File: src/rtl/fetch_sequencer.sv
// fetch_sequencer: instruction-fetch controller for the NibblER core.
// Sequences the PC through incPC/loadPC/newaddr and reads one ROM byte
// per cycle. It resolves 2-byte jumps (JMP/JC/JZ) locally, hands every
// other byte to the execute unit over valid/ready, and stops forever on HLT.
// Optional build macro FETCH_SEQUENCER_SINGLE_STEP_EN adds a 'step' input
// that advances exactly one instruction from IDLE while run is low.
module fetch_sequencer #(
  parameter logic [3:0] JMP_OP = 4'h9,
  parameter logic [3:0] JC_OP  = 4'hA,
  parameter logic [3:0] JZ_OP  = 4'hB,
  parameter logic [3:0] HLT_OP = 4'hF
) (
  input  logic        clk,
  input  logic        Rst,
  input  logic        run,
  input  logic [7:0]  rom_data,
  input  logic        flag_c,
  input  logic        flag_z,
  input  logic        ex_ready,
`ifdef FETCH_SEQUENCER_SINGLE_STEP_EN
  input  logic        step,
`endif
  output logic        incPC,
  output logic        loadPC,
  output logic [11:0] newaddr,
  output logic        instr_valid,
  output logic [7:0]  instr,
  output logic        halted
);

  typedef enum logic [2:0] {
    IDLE     = 3'd0,
    FETCH    = 3'd1,
    FETCH_LO = 3'd2,
    ISSUE    = 3'd3,
    HALT     = 3'd4
  } state_t;

  state_t     state_reg, state_next;
  logic [7:0] ir_reg, ir_next;
  logic       oneshot_reg;
  logic       taken;
  state_t     resume_state;

`ifdef FETCH_SEQUENCER_SINGLE_STEP_EN
  logic oneshot_next;

  // One-shot flag: set by a step pulse, cleared when its instruction retires.
  always_ff @(posedge clk or negedge Rst) begin
    if (!Rst) oneshot_reg <= 1'b0;
    else      oneshot_reg <= oneshot_next;
  end
`else
  assign oneshot_reg = 1'b0;
`endif

  // State and instruction register.
  always_ff @(posedge clk or negedge Rst) begin
    if (!Rst) begin
      state_reg <= IDLE;
      ir_reg    <= 8'h00;
    end else begin
      state_reg <= state_next;
      ir_reg    <= ir_next;
    end
  end

  // Branch decision uses the opcode latched in FETCH and the live flags.
  assign taken = (ir_reg[7:4] == JMP_OP) ||
                 ((ir_reg[7:4] == JC_OP) && flag_c) ||
                 ((ir_reg[7:4] == JZ_OP) && flag_z);

  // After a retired instruction a single-stepped run parks in IDLE.
  assign resume_state = oneshot_reg ? IDLE : FETCH;

  // Next-state and strobe decode.
  always_comb begin
    state_next  = state_reg;
    ir_next     = ir_reg;
    incPC       = 1'b0;
    loadPC      = 1'b0;
    instr_valid = 1'b0;
    halted      = 1'b0;
`ifdef FETCH_SEQUENCER_SINGLE_STEP_EN
    oneshot_next = oneshot_reg;
`endif
    case (state_reg)
      IDLE: begin
        if (run) begin
          state_next = FETCH;
        end
`ifdef FETCH_SEQUENCER_SINGLE_STEP_EN
        else if (step) begin
          state_next   = FETCH;
          oneshot_next = 1'b1;
        end
`endif
      end
      FETCH: begin
        // A stepped fetch must not be aborted by run being low.
        if (!run && !oneshot_reg) begin
          state_next = IDLE;
        end else begin
          ir_next = rom_data;
          incPC   = 1'b1;
          if (rom_data[7:4] == JMP_OP || rom_data[7:4] == JC_OP ||
              rom_data[7:4] == JZ_OP) begin
            state_next = FETCH_LO;
          end else if (rom_data[7:4] == HLT_OP) begin
            state_next = HALT;
`ifdef FETCH_SEQUENCER_SINGLE_STEP_EN
            oneshot_next = 1'b0;
`endif
          end else begin
            state_next = ISSUE;
          end
        end
      end
      FETCH_LO: begin
        if (taken) loadPC = 1'b1;
        else       incPC  = 1'b1;
        state_next = resume_state;
`ifdef FETCH_SEQUENCER_SINGLE_STEP_EN
        oneshot_next = 1'b0;
`endif
      end
      ISSUE: begin
        instr_valid = 1'b1;
        if (ex_ready) begin
          state_next = resume_state;
`ifdef FETCH_SEQUENCER_SINGLE_STEP_EN
          oneshot_next = 1'b0;
`endif
        end
      end
      HALT: begin
        halted = 1'b1;
      end
      default: begin
        state_next = IDLE;
      end
    endcase
  end

  // Jump target; forced to zero while reset is asserted.
  assign newaddr = Rst ? {ir_reg[3:0], rom_data} : 12'h000;
  assign instr   = ir_reg;

endmodule

File: config.mk
export PLATFORM = sky130hd
export DESIGN_NAME = fetch_sequencer
export DESIGN_NICKNAME = d
export VERILOG_FILES = /design/src/rtl/fetch_sequencer.sv
export SDC_FILE = /design/constraint.sdc
export NUM_CORES = 1
export LEC_CHECK = 0
export ABC_CLOCK_PERIOD_IN_PS = 1550
export CAP_MARGIN = 40
export CORE_MARGIN = 1
export CORE_UTILIZATION = 35
export CTS_BUF_LIST = sky130_fd_sc_hd__clkbuf_4
export CTS_CLUSTER_SIZE = 28
export DETAILED_ROUTE_END_ITERATION = 8
export PLACE_DENSITY_LB_ADDON = 0.1
export SYNTH_ARGS = -nofsm -noshare
export SYNTH_HDL_FRONTEND = slang
export SYNTH_SLANG_ARGS = --single-unit
File: constraint.sdc
create_clock -name clk -period 1.55 [get_ports clk]
set_input_delay 0.2325 -clock clk [delete_from_list [all_inputs] [get_ports clk]]
set_output_delay 0.2325 -clock clk [all_outputs]
set_load 0.05 [all_outputs]
==> flow_metrics.py <==
metrics = {
    "run_status": {
        "outcome": "complete, but fails checks",
        "violations": "setup timing",
    },
    "route": {
        "wl_per_cell_microns": 12.4,
        "final_antenna_net_count": 0,
        "first_pass_iters": 2,
        "routed_via_density": 4.71,
        "drc_errors": 0,
        "vias": 584,
        "routed_wl_microns": 1540,
        "drtIter0Drc": 2,
    },
    "power_and_ir_drop": {
        "total_power_uw": 1960,
        "leakage_uw": 0.000570,
        "pwr_density_cell_nw_per_um2": 1540,
        "ir_drop_mv": 0.914,
    },
    "cts": {
        "cts_tree": "done",
        "clock_sinks": 11,
        "postCtsHoldBufs": 0,
        "cts_max_level": 1,
        "cts_buffers": 3,
        "cts.clk_slew.worst_paths_ns": 0.07,
        "insertion_delay_ns": 0.27,
        "cts_setup_buffers": 0,
        "cts_root_buf": "clkbuf_4",
        "clockBufferDepth": 2,
    },
    "logic_synthesis": {
        "netlist_instances": 55,
        "ys_types": 21,
        "synth-simple-area-share": 0.266,
        "synth_top_area_frac": 0.440,
        "synth_xor_area_frac": 0,
        "netlist_area_sq_um": 626,
        "synth_compound_area_frac": 0.0500,
        "yosysTopAreaCell": "dfrtp_1",
        "synth_top_family_by_area": "simple AND/OR/NAND/NOR gates",
        "muxShareOfSynthArea": 0.192,
        "ys_warn_count": 0,
        "mappedNetlistNets": 69,
        "ys_ff_latch": 11,
        "yosysSeqAreaShare": 0.440,
        "synth_area_leaders": "dfrtp_1 (44%), mux2_4 (19%), and2_1 (12%), and4bb_1 (2.0%), nor2b_1 (2.0%)",
        "synth_fa_ha_area_frac": 0.0160,
        "syn-mean-instance-area_sq_um": 11.4,
    },
    "floorplan": {
        "die_area_sq_um": 1960,
        "ios": 38,
        "die-height_microns": 44.3,
        "start_util": 0.392,
        "num_rows": 14,
        "die_w_microns": 44.3,
        "core-area_sq_um": 1590,
    },
    "timing": {
        "rsz0062_at_grt": "true",
        "maxSlewHeadroom": 0.827,
        "setup_ws_ns": -0.167,
        "slew_violations": 0,
        "worst_pin_slew_ns": 0.258,
        "period_minus_slack_ns": 1.72,
        "skew_ns": 0.00256,
        "setup_violations": 2,
        "finalCritPeriodShare": 1.11,
        "hold_violations": 0,
        "clock.fmax_mhz": 583,
    },
    "global_routing": {
        "overflow": 0,
        "grtUsageTotal": 0.188,
        "antenna_found_initial": 0,
        "grt_pass1_wl_microns": 2610,
        "first_global_vias": 595,
        "grt_max_degree": 24,
    },
    "final_layout": {
        "area_delta_synth_final_pct": 104,
        "final_common_cell": "buf_12",
        "final_cell_mix": "buf_12 (17), clkdlybuf4s50_1 (13), and2_1 (12), buf_4 (12), dfrtp_1 (9)",
        "largest_reg_flops": 8,
        "nFillCells": 106,
        "layout-drive-gt1-share": 0.490,
        "final_core_util": 0.800,
        "fin_nets": 115,
        "insertedDiodeCount": 0,
    },
    "worst_setup_path": {
        "path_class": "flip-flop to output port",
        "cp.arrival_ns": 1.48,
        "slowest_stage": "dfrtp_2",
        "worstSetupEndpointType": "output port",
        "cp_slowest_stage_delay_ns": 0.41,
        "cp_cell_sequence": "and3b_1, nor4b_4, nor2b_4, buf_12",
        "required_ns": 1.32,
        "crit_fanout": 3,
        "reg2reg_depth": 3,
        "cp-start-kind": "flip-flop",
    },
    "place": {
        "dp_hpwl_microns": 1230,
        "place.gp.congestion": 0.787,
        "port_buffers": 37,
    },
    "min_path": {
        "hold_path.class": "input pin to asynchronous set/reset pin",
    },
    "run": {
        "maxCapViolCount": 0,
    },
}
synth_stat cells:
cell type  instances
and4bb_1           1
a311oi_1           1
mux2_4             8
nand3b_1           1
nand4_1            1
inv_1              2
nor4b_1            1
and2_1            12
clkbuf_1           1
and3b_1            1
maj3_1             1
o21bai_1           1
nor3b_1            1
nor2_1             2
o21ai_0            2
and2b_2            1
nor2b_1            2
nand2_1            3
a21oi_1            1
buf_6              1
dfrtp_1           11
kinds of logic (layout without fill, tap and decap cells):
family | count (synthesis) | count (layout)
AND/OR/NAND/NOR | 26 | 26
flip-flops | 11 | 11
multiplexers | 8 | 8
AO/OA/AOI/OAI | 5 | 5
buffers and inverters | 4 | 49
adder cells (fa/ha/maj) | 1 | 1
path summary, 6_finish.rpt:
path | from | endpoint | slack, ns
worst min register to register | state_reg[2]$_DFFE_PN0P_ | state_reg[0]$_DFFE_PN0P_ | 0.50
worst min-delay path | Rst | instr[6]$_DFFE_PN0P_ | 0.31
worst max-delay path | instr[4]$_DFFE_PN0P_ | loadPC | -0.17
min in group clk | state_reg[2]$_DFFE_PN0P_ | state_reg[0]$_DFFE_PN0P_ | 0.50
max in group asynchronous | Rst | instr[4]$_DFFE_PN0P_ | 1.11
worst max register to register | state_reg[1]$_DFFE_PN0P_ | instr[4]$_DFFE_PN0P_ | 0.21
stage by stage:
| step | hold WS [ns] | instance area (sq um) | TNS [ns] | cells | worst slack (ns) |
|---|---|---|---|---|---|
| floorplan | -0.0631 | 641 | -0.302 | 55 | -0.208 |
| global placement | 0.472 | 1220 | -0.537 | 120 | -0.311 |
| detailed placement | 0.475 | 1220 | -0.593 | 120 | -0.337 |
| CTS | 0.302 | 1270 | -0.341 | 124 | -0.202 |
| global route | 0.311 | 1270 | -0.419 | 124 | -0.241 |
| finish | 0.305 | 1270 | -0.270 | 124 | -0.167 |
worst max-delay path, delay by kind of cell (launching register included):
| family | cells | cell delay (ns) |
|---|---|---|
| buffers and inverters | 1 | 0.14 |
| flip-flops | 1 | 0.41 |
| AND/OR/NAND/NOR | 3 | 0.66 |
timing repair:
| item | CTS | global route |
|---|---|---|
| endpoints found under the hold margin | 0 | 0 |
| pin swaps | 1 | 0 |
| cloned | 0 | 0 |
| gates resized for setup | 3 | 1 |
| endpoints found under the setup margin | 2 | 3 |
where the power goes:
part	switching [uW]	total (uW)	internal [uW]
registers	93.3	485	392
logic	699	1260	565
clock network	94.3	212	117
metal layers:
metal / track usage / vias to the layer above / wire, microns
met5: 0 / - / 0
li1: - / 282 / -
met1: 0.209 / 281 / 614
met2: 0.321 / 19 / 841
met3: 0.0776 / 2 / 71
met4: 0.0727 / 0 / 17
cell type report:
cell class / instances / area (sq um) / share of cell area
Clock buffer: 4 / 30.0 / 0.0236
Inverter: 2 / 7.51 / 0.00589
Timing Repair Buffer: 43 / 572 / 0.448
Tap cell: 24 / 30.0 / 0.0236
Multi-Input combinational cell: 40 / 358 / 0.281
Sequential cell: 11 / 278 / 0.218
No activity file was read; power rests on OpenSTA's default activity.
